`src/rtl/phase_lag_pkg.sv`:
```
// Shared types and constants for the phase lag meter.
// The optional averaging build is enabled with the macro PHASE_LAG_AVG_EN.
package phase_lag_pkg;

    localparam int DEFAULT_CNT_W = 8;
    localparam int AVG_LOG2      = 2;

    typedef enum logic {
        ARM     = 1'b0,
        MEASURE = 1'b1
    } state_e;

endpackage

```
`src/rtl/sync_edge_det.sv`:
```
// SYNC_STAGES-deep synchronizer followed by one edge-detect flop.
// Produces the synchronized level and a single-cycle rise pulse.
module sync_edge_det #(
    parameter int SYNC_STAGES = 2
) (
    input  logic clk,
    input  logic rst_n,
    input  logic async_in,
    output logic level,
    output logic rise
);

    logic [SYNC_STAGES-1:0] sync_q, sync_d;
    logic                   prev_q, prev_d;

    always_comb begin
        sync_d = {sync_q[SYNC_STAGES-2:0], async_in};
        prev_d = sync_q[SYNC_STAGES-1];
    end

    // NOTE: non-blocking assignments make every stage capture the old value of the one before it.
    always_ff @(posedge clk or negedge rst_n) begin
        if (!rst_n) begin
            sync_q <= '0;
            prev_q <= 1'b0;
        end else begin
            sync_q <= sync_d;
            prev_q <= prev_d;
        end
    end

    assign level = sync_q[SYNC_STAGES-1];
    assign rise  = level & ~prev_q;

endmodule

```
`src/rtl/phase_lag_meter.sv`:
```
// Measures the lag from ref_in rise to sig_in rise and the ref_in period, in clk cycles.
// Define PHASE_LAG_AVG_EN to report the truncated mean of every 4 valid measurements.
module phase_lag_meter
    import phase_lag_pkg::*;
#(
    parameter int CNT_W       = DEFAULT_CNT_W,
    parameter int SYNC_STAGES = 2,
    parameter int MIN_PERIOD  = 4
) (
    input  logic             clk,
    input  logic             rst_n,
    input  logic             ref_in,
    input  logic             sig_in,
    input  logic             clear,
    output logic             meas_valid,
    output logic [CNT_W-1:0] phase_cnt,
    output logic [CNT_W-1:0] period_cnt,
    output logic             sig_missing,
    output logic             timeout,
    output logic             busy
);

    localparam logic [CNT_W-1:0] CNT_MAX = '1;
    localparam logic [CNT_W-1:0] CNT_MIN = CNT_W'(MIN_PERIOD);

    logic ref_rise, sig_rise;
    logic ref_level_unused, sig_level_unused;

    sync_edge_det #(.SYNC_STAGES(SYNC_STAGES)) u_ref_sync (
        .clk      (clk),
        .rst_n    (rst_n),
        .async_in (ref_in),
        .level    (ref_level_unused),
        .rise     (ref_rise)
    );

    sync_edge_det #(.SYNC_STAGES(SYNC_STAGES)) u_sig_sync (
        .clk      (clk),
        .rst_n    (rst_n),
        .async_in (sig_in),
        .level    (sig_level_unused),
        .rise     (sig_rise)
    );

    state_e           state_q, state_d;
    logic [CNT_W-1:0] cnt_q, cnt_d;
    logic [CNT_W-1:0] ph_q, ph_d;
    logic             seen_q, seen_d;
    logic [CNT_W-1:0] phase_q, phase_d;
    logic [CNT_W-1:0] period_q, period_d;
    logic             meas_valid_q, meas_valid_d;
    logic             sig_missing_q, sig_missing_d;
    logic             timeout_q, timeout_d;
    logic             close_ok;

`ifdef PHASE_LAG_AVG_EN
    localparam int SUM_W = CNT_W + AVG_LOG2;

    logic [SUM_W-1:0]    sum_ph_q, sum_ph_d;
    logic [SUM_W-1:0]    sum_per_q, sum_per_d;
    logic [AVG_LOG2-1:0] acc_cnt_q, acc_cnt_d;
    logic [SUM_W-1:0]    avg_ph, avg_per;
`endif

    always_comb begin
        // NOTE: every signal written here gets a default first, so no path can infer a latch.
        state_d       = state_q;
        seen_d        = seen_q;
        ph_d          = ph_q;
        phase_d       = phase_q;
        period_d      = period_q;
        meas_valid_d  = 1'b0;
        sig_missing_d = 1'b0;
        timeout_d     = 1'b0;
        close_ok      = 1'b0;

        if (ref_rise)               cnt_d = CNT_W'(1);
        else if (cnt_q != CNT_MAX)  cnt_d = cnt_q + 1'b1;
        else                        cnt_d = cnt_q;

        if (clear) begin
            state_d = ARM;
        end else begin
            unique case (state_q)
                ARM: begin
                    if (ref_rise) begin
                        state_d = MEASURE;
                        seen_d  = 1'b0;
                        ph_d    = '0;
                    end
                end
                MEASURE: begin
                    if (ref_rise) begin
                        // The closing rise also opens the next period; a coincident sig rise is phase 0.
                        if (cnt_q >= CNT_MIN) begin
                            close_ok      = seen_q;
                            sig_missing_d = ~seen_q;
                        end
                        seen_d = sig_rise;
                        ph_d   = '0;
                    end else if (cnt_q == CNT_MAX) begin
                        timeout_d = 1'b1;
                        state_d   = ARM;
                    end else if (sig_rise && !seen_q) begin
                        ph_d   = cnt_q;
                        seen_d = 1'b1;
                    end
                end
                default: state_d = ARM;
            endcase
        end

`ifdef PHASE_LAG_AVG_EN
        sum_ph_d  = sum_ph_q;
        sum_per_d = sum_per_q;
        acc_cnt_d = acc_cnt_q;
        avg_ph    = sum_ph_q + SUM_W'(ph_q);
        avg_per   = sum_per_q + SUM_W'(cnt_q);
        if (clear || sig_missing_d || timeout_d) begin
            sum_ph_d  = '0;
            sum_per_d = '0;
            acc_cnt_d = '0;
        end else if (close_ok) begin
            if (acc_cnt_q == '1) begin
                meas_valid_d = 1'b1;
                phase_d      = avg_ph[SUM_W-1:AVG_LOG2];
                period_d     = avg_per[SUM_W-1:AVG_LOG2];
                sum_ph_d     = '0;
                sum_per_d    = '0;
                acc_cnt_d    = '0;
            end else begin
                sum_ph_d  = avg_ph;
                sum_per_d = avg_per;
                acc_cnt_d = acc_cnt_q + 1'b1;
            end
        end
`else
        if (close_ok) begin
            meas_valid_d = 1'b1;
            phase_d      = ph_q;
            period_d     = cnt_q;
        end
`endif
    end

    always_ff @(posedge clk or negedge rst_n) begin
        if (!rst_n) begin
            state_q       <= ARM;
            cnt_q         <= '0;
            ph_q          <= '0;
            seen_q        <= 1'b0;
            phase_q       <= '0;
            period_q      <= '0;
            meas_valid_q  <= 1'b0;
            sig_missing_q <= 1'b0;
            timeout_q     <= 1'b0;
`ifdef PHASE_LAG_AVG_EN
            sum_ph_q      <= '0;
            sum_per_q     <= '0;
            acc_cnt_q     <= '0;
`endif
        end else begin
            state_q       <= state_d;
            cnt_q         <= cnt_d;
            ph_q          <= ph_d;
            seen_q        <= seen_d;
            phase_q       <= phase_d;
            period_q      <= period_d;
            meas_valid_q  <= meas_valid_d;
            sig_missing_q <= sig_missing_d;
            timeout_q     <= timeout_d;
`ifdef PHASE_LAG_AVG_EN
            sum_ph_q      <= sum_ph_d;
            sum_per_q     <= sum_per_d;
            acc_cnt_q     <= acc_cnt_d;
`endif
        end
    end

    assign meas_valid  = meas_valid_q;
    assign phase_cnt   = phase_q;
    assign period_cnt  = period_q;
    assign sig_missing = sig_missing_q;
    assign timeout     = timeout_q;
    assign busy        = (state_q == MEASURE);

endmodule

```
`config.mk`:
```
export PLATFORM = sky130hd
export DESIGN_NAME = phase_lag_meter
export DESIGN_NICKNAME = d
export VERILOG_FILES = /design/src/rtl/phase_lag_pkg.sv /design/src/rtl/sync_edge_det.sv /design/src/rtl/phase_lag_meter.sv
export SDC_FILE = /design/constraint.sdc
export NUM_CORES = 1
export LEC_CHECK = 0
export ABC_CLOCK_PERIOD_IN_PS = 3400
export CORE_ASPECT_RATIO = 1.4
export CORE_UTILIZATION = 40
export DETAILED_ROUTE_END_ITERATION = 16
export GPL_ROUTABILITY_DRIVEN = 1
export PLACE_DENSITY_LB_ADDON = 0.08
export SYNTH_ARGS = -nofsm -noshare
export SYNTH_HDL_FRONTEND = slang
export SYNTH_SLANG_ARGS = --single-unit
```
`constraint.sdc`:
```
create_clock -name clk -period 3.4 [get_ports clk]
set_input_delay 0.68 -clock clk [delete_from_list [all_inputs] [get_ports clk]]
set_output_delay 0.68 -clock clk [all_outputs]
set_load 0.005 [all_outputs]
```
== Word level (Yosys, flattened, before mapping) ==
Index checks and enable logic that the tools add are counted.
Operators by class
  $add $sub $neg: 1
  $mul: 0
  divide/modulo/power cells: 0
  $lt $le $gt $ge: 1
  equality and inequality tests: 5
  shift-type cells: 0
  mux-type cells: 30
  bitwise logic cells: 7
  reduce and logical (&&, ||, !) cells: 4
Operators by type and width (count)
  two-way mux 8 bit: 6
  two-way mux 1 bit: 21
  case mux 8 bit (2 select lines): 1
  adder 8 x 1 -> 8 bit, second input constant: 1
  == test 8 bit, second input constant: 1
  greater-or-equal comparator 8 x 3 -> 1 bit, second input constant: 1
  != test 8 bit, second input constant: 1
  inverter 1 bit: 5
  case mux 1 bit (2 select lines): 2
  AND reduction 4 bit: 1
  != test 3 x 2 -> 1 bit, second input constant: 1
  != test 3 bit, second input constant: 1
  bitwise AND 1 bit: 2
  != test 2 bit, second input constant: 1
  nonzero test 2 bit: 1
  logical AND 1 bit: 1
  zero test 1 bit: 1
Word-level totals
  register bits: 43
  latch bits: 0
  RAM bits: 0
  bits in read-only memories: 0
  input port bits: 5
  memories: 0

== Depth between registers and ports, before layout ==
Gate-level depths: netlist (run 1).
  word-level depth: 7
  mapped depth: 7
  mapped depth without buffers: 5

== Hierarchy ==
Synthesis (run 1) repeated with hierarchy kept, for this count alone.
Unflattened totals
  cell total of the unflattened synthesis: 144
  area total of the unflattened synthesis: 1799.2 sq um
By module, submodules not included
  phase_lag_meter: times used 1, cells an instance 136, area an instance 1621.6 sq um
  sync_edge_det: times used 2, cells an instance 4, area an instance 88.8 sq um

== Worst setup path after synthesis (run 1) ==
OpenSTA, ideal clock, no wires.
  kind: register to register
  from: register cnt_q[3]
  to: register period_q[0] (netlist: period_cnt[0])
  arrival time: 1.796 ns
  setup slack: 1.479 ns
  cell stages (with the launch flop): 8
  period minus slack after synthesis: 1.921 ns
  path through: dfrtp_1 -> buf_6 -> or4_4 -> nor3_2 -> nand2b_1 -> buf_6 -> buf_12 -> mux2_4
On the way
  longest elaborated chain between the ends: 5
Ends and longest elaborated chain
  start: declaration: RTL line phase_lag_meter.sv:46  | logic [CNT_W-1:0] cnt_q, cnt_d;
  start signal: assignment: RTL line phase_lag_meter.sv:164  | cnt_q <= cnt_d;
  greater-or-equal comparator 8 x 3 -> 1 bit: RTL line phase_lag_meter.sv:95  | if (cnt_q >= CNT_MIN) begin
  two-way mux 1 bit: RTL line phase_lag_meter.sv:95
  two-way mux 1 bit: RTL line phase_lag_meter.sv:93  | if (ref_rise) begin
  two-way mux 1 bit: RTL line phase_lag_meter.sv:84  | unique case (state_q)
  two-way mux 1 bit: RTL line phase_lag_meter.sv:81  | if (clear) begin
  end signal: assignment: RTL line phase_lag_meter.sv:168  | period_q <= period_d;
  end: declaration: RTL line phase_lag_meter.sv:50  | logic [CNT_W-1:0] period_q, period_d;
Every way passes these cells.
A chain may end at the register's enable or synchronous reset.

== Worst setup path in the final report (run 1) ==
  from: input port clear
  to: register period_q[1] (netlist: period_cnt[1])
On the way
  longest elaborated chain between the ends: 1
Ends and longest elaborated chain
  start: declaration: RTL line phase_lag_meter.sv:14  | input logic clear,
  two-way mux 1 bit: RTL line phase_lag_meter.sv:81
Every way passes these cells.

==> impl_metrics.yaml, run 1 <==
power_and_ir_drop:
  cell_leakage_power_nw: 0.992
  power.density_nw_per_um2: 537
  ir_worst_vdd_uv: 281
worst_setup_path:
  regToRegStartpoint: "cnt_q[3]"
  crit_fanout: 17
  r2r_cells: 5
  end_kind: "flop"
  worstReg2RegEnd: "period_cnt[3]"
  worstSetupStartpointType: "primary input"
  criticalPathCategory: "primary input to flop"
  reg2reg_setup_slack_ps: 1300
  worst-endpoint-required_ps: 3580
  worstPathArrival_ps: 2320
floorplan:
  initial_core_util: 0.415
  total_die_area_um2: 4670
  rows: 28
  dieWidth_um: 58.1
  die_height_um: 80.5
  placeableCoreArea_um2: 4240
  num_io_pins: 25
routing:
  route.vias.total: 1084
  dr.first_iter.drc_count: 35
  viasPerCell: 4.93
  dr_pass1_iterations: 10
  finalWirelength_um: 2960
  route.detailed.wl_per_inst_um: 13.5
  route.antenna.remaining_nets: 0
  drcViolationCount: 3
hold_path:
  worst_hold_path_type: "flop to flop"
  hold_end: "u_ref_sync.sync_q[1]"
  hold_path_depth: 0
  min-delay-start: "u_ref_sync.sync_q[0]"
timing:
  final_min_period_over_clock_period: 0.628
  unrepaired_setup_endpoints_after_global_routing: "no"
  final.setup.tns_ps: 0
  setup-violations-final: 0
  final_report_hold_violation_count: 0
  max_slew_violation_total_from_the_final_report: 0
  least_margin_pin_slew_ps: 910
  clock_skew_ps: 8.71
  max_clock_freq_mhz: 468
  slew_headroom: 0.393
  period_needed_ps: 2140
run:
  maxCapViolations: 0
global_route:
  pin_count_of_the_biggest_net_entering_global_routing: 44
  first_pass_grt_wire_length_um: 5070
  grt_overflow: 0
  grt_antenna_before_repair: 0
  gr-usage-met1: 0.188
  grt.total_usage: 0.147
  globalRouteMet2Util: 0.224
  grt_most_used_layer: "met2"
  grt_pass1_vias: 1075
  use_met3: 0.0435
finish:
  antenna_fix_cells: 0
  finish.utilization: 0.501
  most-common-layout-cells: "43 x sky130_fd_sc_hd__dfrtp_1, 23 x sky130_fd_sc_hd__clkdlybuf4s50_1, 11 x sky130_fd_sc_hd__nor2_1"
  most_common_cell_after_layout_fill_and_taps_aside: "sky130_fd_sc_hd__dfrtp_1"
  syn_to_final_growth_pct: 20.7
  design.final.nets: 166
  final_layout_size_suffix_gt1_frac: 0.188
  final.fill_count: 368
clock_tree:
  clock-sinks: 43
  post-cts-setup-buffer-count: 0
  clock_insertion_delay_worst_skew_ps: 300
  cts_hold_fix_bufs: 0
  max-clock-path-buffers: 2
  cts_resized: 0
  cts_htree_levels: 2
  tritoncts: "done"
  tritoncts.num_buffers: 5
  clk_pin_slew_ps: 80
  cts-root-buf: "sky130_fd_sc_hd__clkbuf_8"
synthesis:
  post-synth-top-area-fraction: 0.611
  yosysSeqAreaShare: 0.611
  ys.warnings.count: 0
  syn-num-nets: 142
  yosys-top-cells-area: "sky130_fd_sc_hd__dfrtp_1 61%, sky130_fd_sc_hd__mux2_4 6.0%, sky130_fd_sc_hd__mux2_2 4.5%, sky130_fd_sc_hd__a22o_1 3.5%, sky130_fd_sc_hd__nor2_1 2.3%"
  synth_area_leader_cell: "sky130_fd_sc_hd__dfrtp_1"
  yosys.cell_types.count: 33
  syn-cell-area_um2: 1760
  avg_inst_size_synth_um2: 13.0
  synth_seq_cells: 43
  postSynthCellCount: 135
outcome:
  failed_checks: "DRC"
  status: "finished, violations left"
placement:
  port_buffers: 24
  place_congestion: 0.801
  post-dp-hpwl_um: 2010
[cells by family after synthesis]
| logic type | Yosys count | share of synthesized area |
|---|---|---|
| flops | 43 | 0.611 |
| mux | 14 | 0.104 |
| compound gates | 23 | 0.0910 |
| buf+inv | 12 | 0.0490 |
| fa+ha+maj | 2 | 0.0142 |
| simple gates | 39 | 0.120 |
| xor+xnor | 2 | 0.00995 |
[report_power, final]
part           internal (W)  switching (W)  total (W)
registers          0.000549      0.0000540   0.000603
logic             0.0000717      0.0000601   0.000132
clock network      0.000238       0.000169   0.000407
total              0.000858       0.000283    0.00114
[area by class of cell]
type / instances / area [µm²] / share of cell area
flip-flops and latches: 43 / 1080 / 0.506
inverters: 4 / 15.0 / 0.00707
clock buffers: 6 / 82.6 / 0.0389
clock inverters: 2 / 35.0 / 0.0165
well taps: 60 / 75.1 / 0.0353
multi-input cells: 80 / 598 / 0.282
repair buffers: 25 / 243 / 0.114
[cell usage after synthesis, drive strengths merged]
library cell   count
buf                6
nor3               9
dfrtp             43
nor4               1
a22o               9
a31oi              3
nand2b             2
or2                1
o21ai              4
nand2              5
mux2              14
nand3              3
xnor2              1
nor2b              1
a211oi             1
a21oi              5
or2b               1
nor2              11
nand4              1
o21bai             1
ha                 2
clkdlybuf4s15      1
clkbuf             1
and3               2
inv                4
nand4bb            1
xor2               1
or4                1
[flip-flops by register name (all words and copies together), names as in the netlist, 2 cells and up]
name and flops:
period_cnt 8, u_sig_sync.sync_q 2, u_ref_sync.sync_q 2, phase_cnt 8, cnt_q 8, ph_q 8
[stage by stage]
stage                     std cells  hold slack [ps]  setup WS, ps  power, W  instance area, µm²
after global placement          212              335           990  0.000742                2010
after CTS                       220              364          1280   0.00116                2120
after detailed placement        212              336           963  0.000747                2010
after floorplan                 135              331          1480  0.000703                1760
final                           220              360          1260   0.00114                2120
after global routing            220              373          1210   0.00120                2120
[routing by layer]
| metal | routed length [µm] | share of wire |
|---|---|---|
| met5 | 0 | 0 |
| met4 | 74 | 0.025 |
| met3 | 120 | 0.041 |
| met2 | 1390 | 0.47 |
| met1 | 1380 | 0.47 |
[worst max path at each step]
| stage | to | slack, ps | depth (start not counted) | from |
|---|---|---|---|---|
| 6_report | period_cnt[1] | 1260 | 6 | clear |
| 5_1_grt | phase_cnt[1] | 1210 | 5 | cnt_q[3] |
| 4_1_cts | period_cnt[1] | 1280 | 6 | clear |
| 3_5_place_dp | phase_cnt[6] | 960 | 6 | clear |
| 3_3_place_gp | phase_cnt[5] | 990 | 6 | clear |
| 2_1_floorplan | period_cnt[0] | 1480 | 7 | cnt_q[3] |
[worst max-delay path: stages]
cell and delay, ps:
sky130_fd_sc_hd__clkdlybuf4s50_1 480, sky130_fd_sc_hd__or2b_2 350, sky130_fd_sc_hd__nor3_2 190, sky130_fd_sc_hd__nand2b_1 80
sky130_fd_sc_hd__buf_4 220, sky130_fd_sc_hd__mux2_4 310
(Power assumes the default switching activity.)
==> run 2: changes to the inputs <==
Settings changed: ABC_CLOCK_PERIOD_IN_PS 3400 to 1800.
Clock period 3.4 ns to 1.8 ns, I/O delays scaled along.
==> run 2 against run 1 <==
The run ends with DRC, setup timing left. Total power up 100%. Final area is 10% higher. Highest routed layer unchanged. First-iteration DRC count rose by 86%. Largest cell class unchanged. Non-clock buffer count grew 21. Clock power is 86% higher. Utilization is 5.2 points higher.
==> impl_metrics.yaml, run 2 (same netlist as run 1, synthesis figures left out) <==
worst_setup_path:
  cpPeakStageDelay_ps: 550
  path_cells: "or4_4 > nor3_4 > nand2b_4 > clkbuf_16 > mux2_4"
  worstPathArrival_ps: 2070
  cp_num_cells: 5
  crit_fanout: 8
  cp_num_buf_inv: 1
  criticalPathCategory: "flop to flop"
  worst_setup_endpoint: "period_cnt[7]"
  critical-path-top-delay-family: "simple AND/OR/NAND/NOR gates"
  cp_slowest_cell: "sky130_fd_sc_hd__or4_4"
  end_kind: "flop"
  regToRegStartpoint: "cnt_q[3]"
  r2r_cells: 5
  reg2reg_setup_slack_ps: -100
  worstReg2RegEnd: "period_cnt[7]"
  worst-endpoint-required_ps: 1980
  worstSetupStartpointType: "flop"
  worst_setup_path_startpoint: "cnt_q[3]"
clock_tree:
  clock-sinks: 43
  tritoncts.num_buffers: 5
  clock_insertion_delay_worst_skew_ps: 290
  clk_pin_slew_ps: 80
  max-clock-path-buffers: 2
  cts_htree_levels: 2
  cts-root-buf: "sky130_fd_sc_hd__clkbuf_8"
  tritoncts: "done"
timing:
  setup-violations-final: 14
  final_report_hold_violation_count: 0
  max_slew_violation_total_from_the_final_report: 0
  hold_slack_ps: 126
  least_margin_pin_slew_ps: 636
  unrepaired_setup_endpoints_after_global_routing: "yes"
  slew_headroom: 0.575
  clock_skew_ps: 2.79
  worst_slack_ps: -95.8
  final_min_period_over_clock_period: 1.05
  max_clock_freq_mhz: 527
  period_needed_ps: 1900
finish:
  antenna_fix_cells: 0
  final_layout_size_suffix_gt1_frac: 0.304
  syn_to_final_growth_pct: 33.2
  design.final.nets: 187
  most_common_cell_after_layout_fill_and_taps_aside: "sky130_fd_sc_hd__dfrtp_1"
  most-common-layout-cells: "43 x sky130_fd_sc_hd__dfrtp_1, 23 x sky130_fd_sc_hd__clkdlybuf4s50_1, 19 x sky130_fd_sc_hd__buf_4"
  layout.cell_area.non_filler_um2: 2340
  final-instance-count-excl-fill: 241
routing:
  viasPerCell: 4.92
  dr_pass1_iterations: 10
  route.antenna.remaining_nets: 0
  finalWirelength_um: 3540
  route.detailed.wl_per_inst_um: 14.7
  dr.first_iter.drc_count: 65
  drcViolationCount: 3
  route.vias.total: 1185
placement:
  post-dp-hpwl_um: 2340
  dpl_worst_slack_ps: -177
  total_cell_area_at_the_placement_stage_um2: 2150
  place_congestion: 0.807
  port_buffers: 24
  dp_cells: 229
global_route:
  pin_count_of_the_biggest_net_entering_global_routing: 44
  gr-usage-met1: 0.206
  first_pass_grt_wire_length_um: 5660
  use_met3: 0.0386
  grt_overflow: 0
  grt_pass1_vias: 1147
  globalRouteMet2Util: 0.274
  grt.total_usage: 0.166
  grt_most_used_layer: "met2"
  grt_antenna_before_repair: 0
floorplan:
  rows: 28
  num_io_pins: 25
  dieWidth_um: 58.1
  die_height_um: 80.5
  placeableCoreArea_um2: 4240
  initial_core_util: 0.415
  total_die_area_um2: 4670
hold_path:
  worst_hold_path_type: "primary input to async pin"
outcome:
  status: "finished, violations left"
  failed_checks: "DRC, setup timing"
power_and_ir_drop:
  power.density_nw_per_um2: 993
  ir_worst_vdd_uv: 598
  cell_leakage_power_nw: 1.13
  power.total_w: 0.00233
run:
  maxCapViolations: 0
run 2: layer usage:
layer	vias to the layer above	part of all wire	wire length [µm]
met5	-	0	0
met4	0	0.016	55
li1	564	-	-
met1	579	0.43	1500
met3	6	0.043	153
met2	36	0.52	1820
run 2: through the flow:
step | utilization | TNS [ps]
2_1_floorplan | - | -1030
3_3_place_gp | 0.506 | -2480
3_5_place_dp | 0.506 | -3400
4_1_cts | 0.542 | -1180
5_1_grt | 0.553 | -2120
6_report | 0.553 | -1190
run 2: area by class of cell:
cell class                      instances  area, µm²
Fill cell                             353       1890
Clock inverter                          2       35.0
Inverter                                4       15.0
Clock buffer                            6       82.6
Timing Repair Buffer                   46        434
Multi-Input combinational cell         80        627
Tap cell                               60       75.1
Sequential cell                        43       1080
run 2: repair_timing:
action	4_1_cts	5_1_grt
gates resized for setup	5	3
hold buffers	0	0
cloned	0	1
setup endpoints to repair	14	14
setup buffers	1	2
run 2: worst reg2reg max path: stages, from the launching register on:
cell                        delay [ps]
sky130_fd_sc_hd__dfrtp_1           380
sky130_fd_sc_hd__or4_4             550
sky130_fd_sc_hd__nor3_4            180
sky130_fd_sc_hd__nand2b_4          200
sky130_fd_sc_hd__clkbuf_16         170
sky130_fd_sc_hd__mux2_4            300
run 2: worst min-delay path by stage:
stage / from / cells past startpoint / end / slack (ps)
after CTS: rst_n / 2 / phase_cnt[5] / 150
final: rst_n / 2 / phase_cnt[5] / 130
after global placement: u_sig_sync.sync_q[0] / 0 / u_sig_sync.sync_q[1] / 340
after detailed placement: u_ref_sync.sync_q[0] / 0 / u_ref_sync.sync_q[1] / 350
after floorplan: rst_n / 0 / busy / 60
after global routing: rst_n / 2 / phase_cnt[5] / 160
run 2: where the power goes:
part / total (W) / leakage, nW / switching [W] / internal [W]
clock network: 0.000759 / 0.0612 / 0.000310 / 0.000449
registers: 0.00108 / 0.577 / 0.0000456 / 0.00104
logic: 0.000486 / 0.487 / 0.000219 / 0.000267
total: 0.00233 / 1.13 / 0.000575 / 0.00175
==> run 3: changes to the inputs <==
Settings changed: CORE_UTILIZATION 40 to 48.
==> run 3 against run 2 <==
The run ends with setup timing left. Clock skew increased by 2.1 ps. Clock power increased by 14%. Non-clock buffer count fell by 2. Die area shrank 16%. Wire length fell by 3.3%. First-iteration DRC count fell by 66%. Critical endpoint is now period_cnt[5]. Highest routed layer unchanged.
==> impl_metrics.yaml, run 3 (same netlist as run 1, synthesis figures left out) <==
finish:
  most_common_cell_after_layout_fill_and_taps_aside: "sky130_fd_sc_hd__dfrtp_1"
  final_layout_size_suffix_gt1_frac: 0.279
  design.final.nets: 185
  multi_input_comb_area_um2: 631
  syn_to_final_growth_pct: 31.6
  most-common-layout-cells: "43 x sky130_fd_sc_hd__dfrtp_1, 23 x sky130_fd_sc_hd__clkdlybuf4s50_1, 17 x sky130_fd_sc_hd__buf_4"
  final.fill_count: 273
  antenna_fix_cells: 0
  layout.cell_area.non_filler_um2: 2320
  seq_area_um2: 1080
timing:
  unrepaired_setup_endpoints_after_global_routing: "yes"
  max_slew_violation_total_from_the_final_report: 0
  final_report_hold_violation_count: 0
  slew_headroom: 0.641
  least_margin_pin_slew_ps: 538
  setup-violations-final: 13
  clock_skew_ps: 4.89
  worst_slack_ps: -36.1
  max_clock_freq_mhz: 545
  period_needed_ps: 1840
  final_min_period_over_clock_period: 1.02
floorplan:
  die_height_um: 73.7
  initial_core_util: 0.512
  rows: 25
  total_die_area_um2: 3920
  num_io_pins: 25
  placeableCoreArea_um2: 3440
  dieWidth_um: 53.2
hold_path:
  worst_hold_path_type: "primary input to async pin"
routing:
  maxUsedRoutingLayer: "met4"
  route.met3.wl_um: 140
  viasPerCell: 5.53
  route.vias.total: 1210
  dr_pass1_iterations: 4
  dr.first_iter.drc_count: 22
  route.detailed.wl_per_inst_um: 15.6
  wirelength_met1_um: 1430
  route.antenna.remaining_nets: 0
  finalWirelength_um: 3420
  drcViolationCount: 0
  met2_wirelength_um: 1720
worst_setup_path:
  r2r_cells: 5
  crit_fanout: 7
  worstReg2RegEnd: "period_cnt[5]"
  worstPathArrival_ps: 2020
  critical-path-top-delay-family: "simple AND/OR/NAND/NOR gates"
  worst-endpoint-required_ps: 1980
  regToRegStartpoint: "cnt_q[3]"
  cp_slowest_cell: "sky130_fd_sc_hd__or4_4"
  cp_num_buf_inv: 1
  reg2reg_setup_slack_ps: -40
  end_kind: "flop"
  criticalPathCategory: "flop to flop"
  cpPeakStageDelay_ps: 560
  worstSetupStartpointType: "flop"
  path_cells: "or4_4 > nor3_4 > nand2b_4 > buf_8 > mux2_2"
global_route:
  grt_antenna_before_repair: 0
  grt_pass1_vias: 1166
  grt.total_usage: 0.206
  grt_overflow: 0
  pin_count_of_the_biggest_net_entering_global_routing: 25
  first_pass_grt_wire_length_um: 5530
clock_tree:
  clock-sinks: 43
  max-clock-path-buffers: 2
  clock_insertion_delay_worst_skew_ps: 290
  cts_htree_levels: 2
  tritoncts: "done"
  clk_pin_slew_ps: 80
  tritoncts.num_buffers: 5
  cts-root-buf: "sky130_fd_sc_hd__clkbuf_8"
power_and_ir_drop:
  cell_leakage_power_nw: 1.12
  ir_worst_vdd_uv: 777
  power.density_nw_per_um2: 1060
outcome:
  status: "finished, violations left"
  failed_checks: "setup timing"
placement:
  post-dp-hpwl_um: 2430
  port_buffers: 24
  dpl_worst_slack_ps: -157
  total_cell_area_at_the_placement_stage_um2: 2120
  place_congestion: 0.784
run:
  maxCapViolations: 0
==> run 3: layout make-up <==
cell class,instances,share of cell area
Tap cell,40,0.0216
Inverter,4,0.00648
Timing Repair Buffer,44,0.178
Multi-Input combinational cell,80,0.272
Clock buffer,6,0.0313
Clock inverter,2,0.0259
Sequential cell,43,0.464
==> run 3: how the worst max path moves through the flow <==
stage / start / to / slack (ps) / cells after the start
floorplan: cnt_q[3] / period_cnt[0] / -120 / 7
detailed placement: clear / period_cnt[0] / -160 / 6
CTS: cnt_q[3] / period_cnt[7] / -10 / 5
finish: cnt_q[3] / period_cnt[5] / -40 / 5
global placement: clear / phase_cnt[5] / -130 / 6
global route: cnt_q[3] / period_cnt[5] / -70 / 5
==> run 3: what timing repair did <==
action,4_1_cts,5_1_grt
pin swaps,0,0
buffers inserted,1,1
hold buffers,0,0
setup endpoints to repair,13,16
gates resized for setup,8,3
==> run 3: layer usage <==
metal | vias up | global-route usage
met5 | - | 0
met4 | 0 | 0.114
met3 | 11 | 0.0580
met2 | 37 | 0.338
met1 | 605 | 0.238
li1 | 557 | -
==> run 3: stage by stage <==
step                power, W  hold slack (ps)  std cells   util  setup TNS [ps]
floorplan            0.00133             64.4        135      -           -1030
global placement     0.00151              327        209  0.617           -1970
detailed placement   0.00152              339        209  0.617           -2660
CTS                  0.00244             20.7        218  0.668           -46.9
global route         0.00257             40.2        219  0.673            -776
finish               0.00246             6.36        219  0.673            -236
==> run 3: power breakdown <==
group / leakage, nW / internal (W) / switching, W
Sequential: 0.577 / 0.00104 / 0.0000449
Combinational: 0.476 / 0.000280 / 0.000233
Clock: 0.0654 / 0.000554 / 0.000313
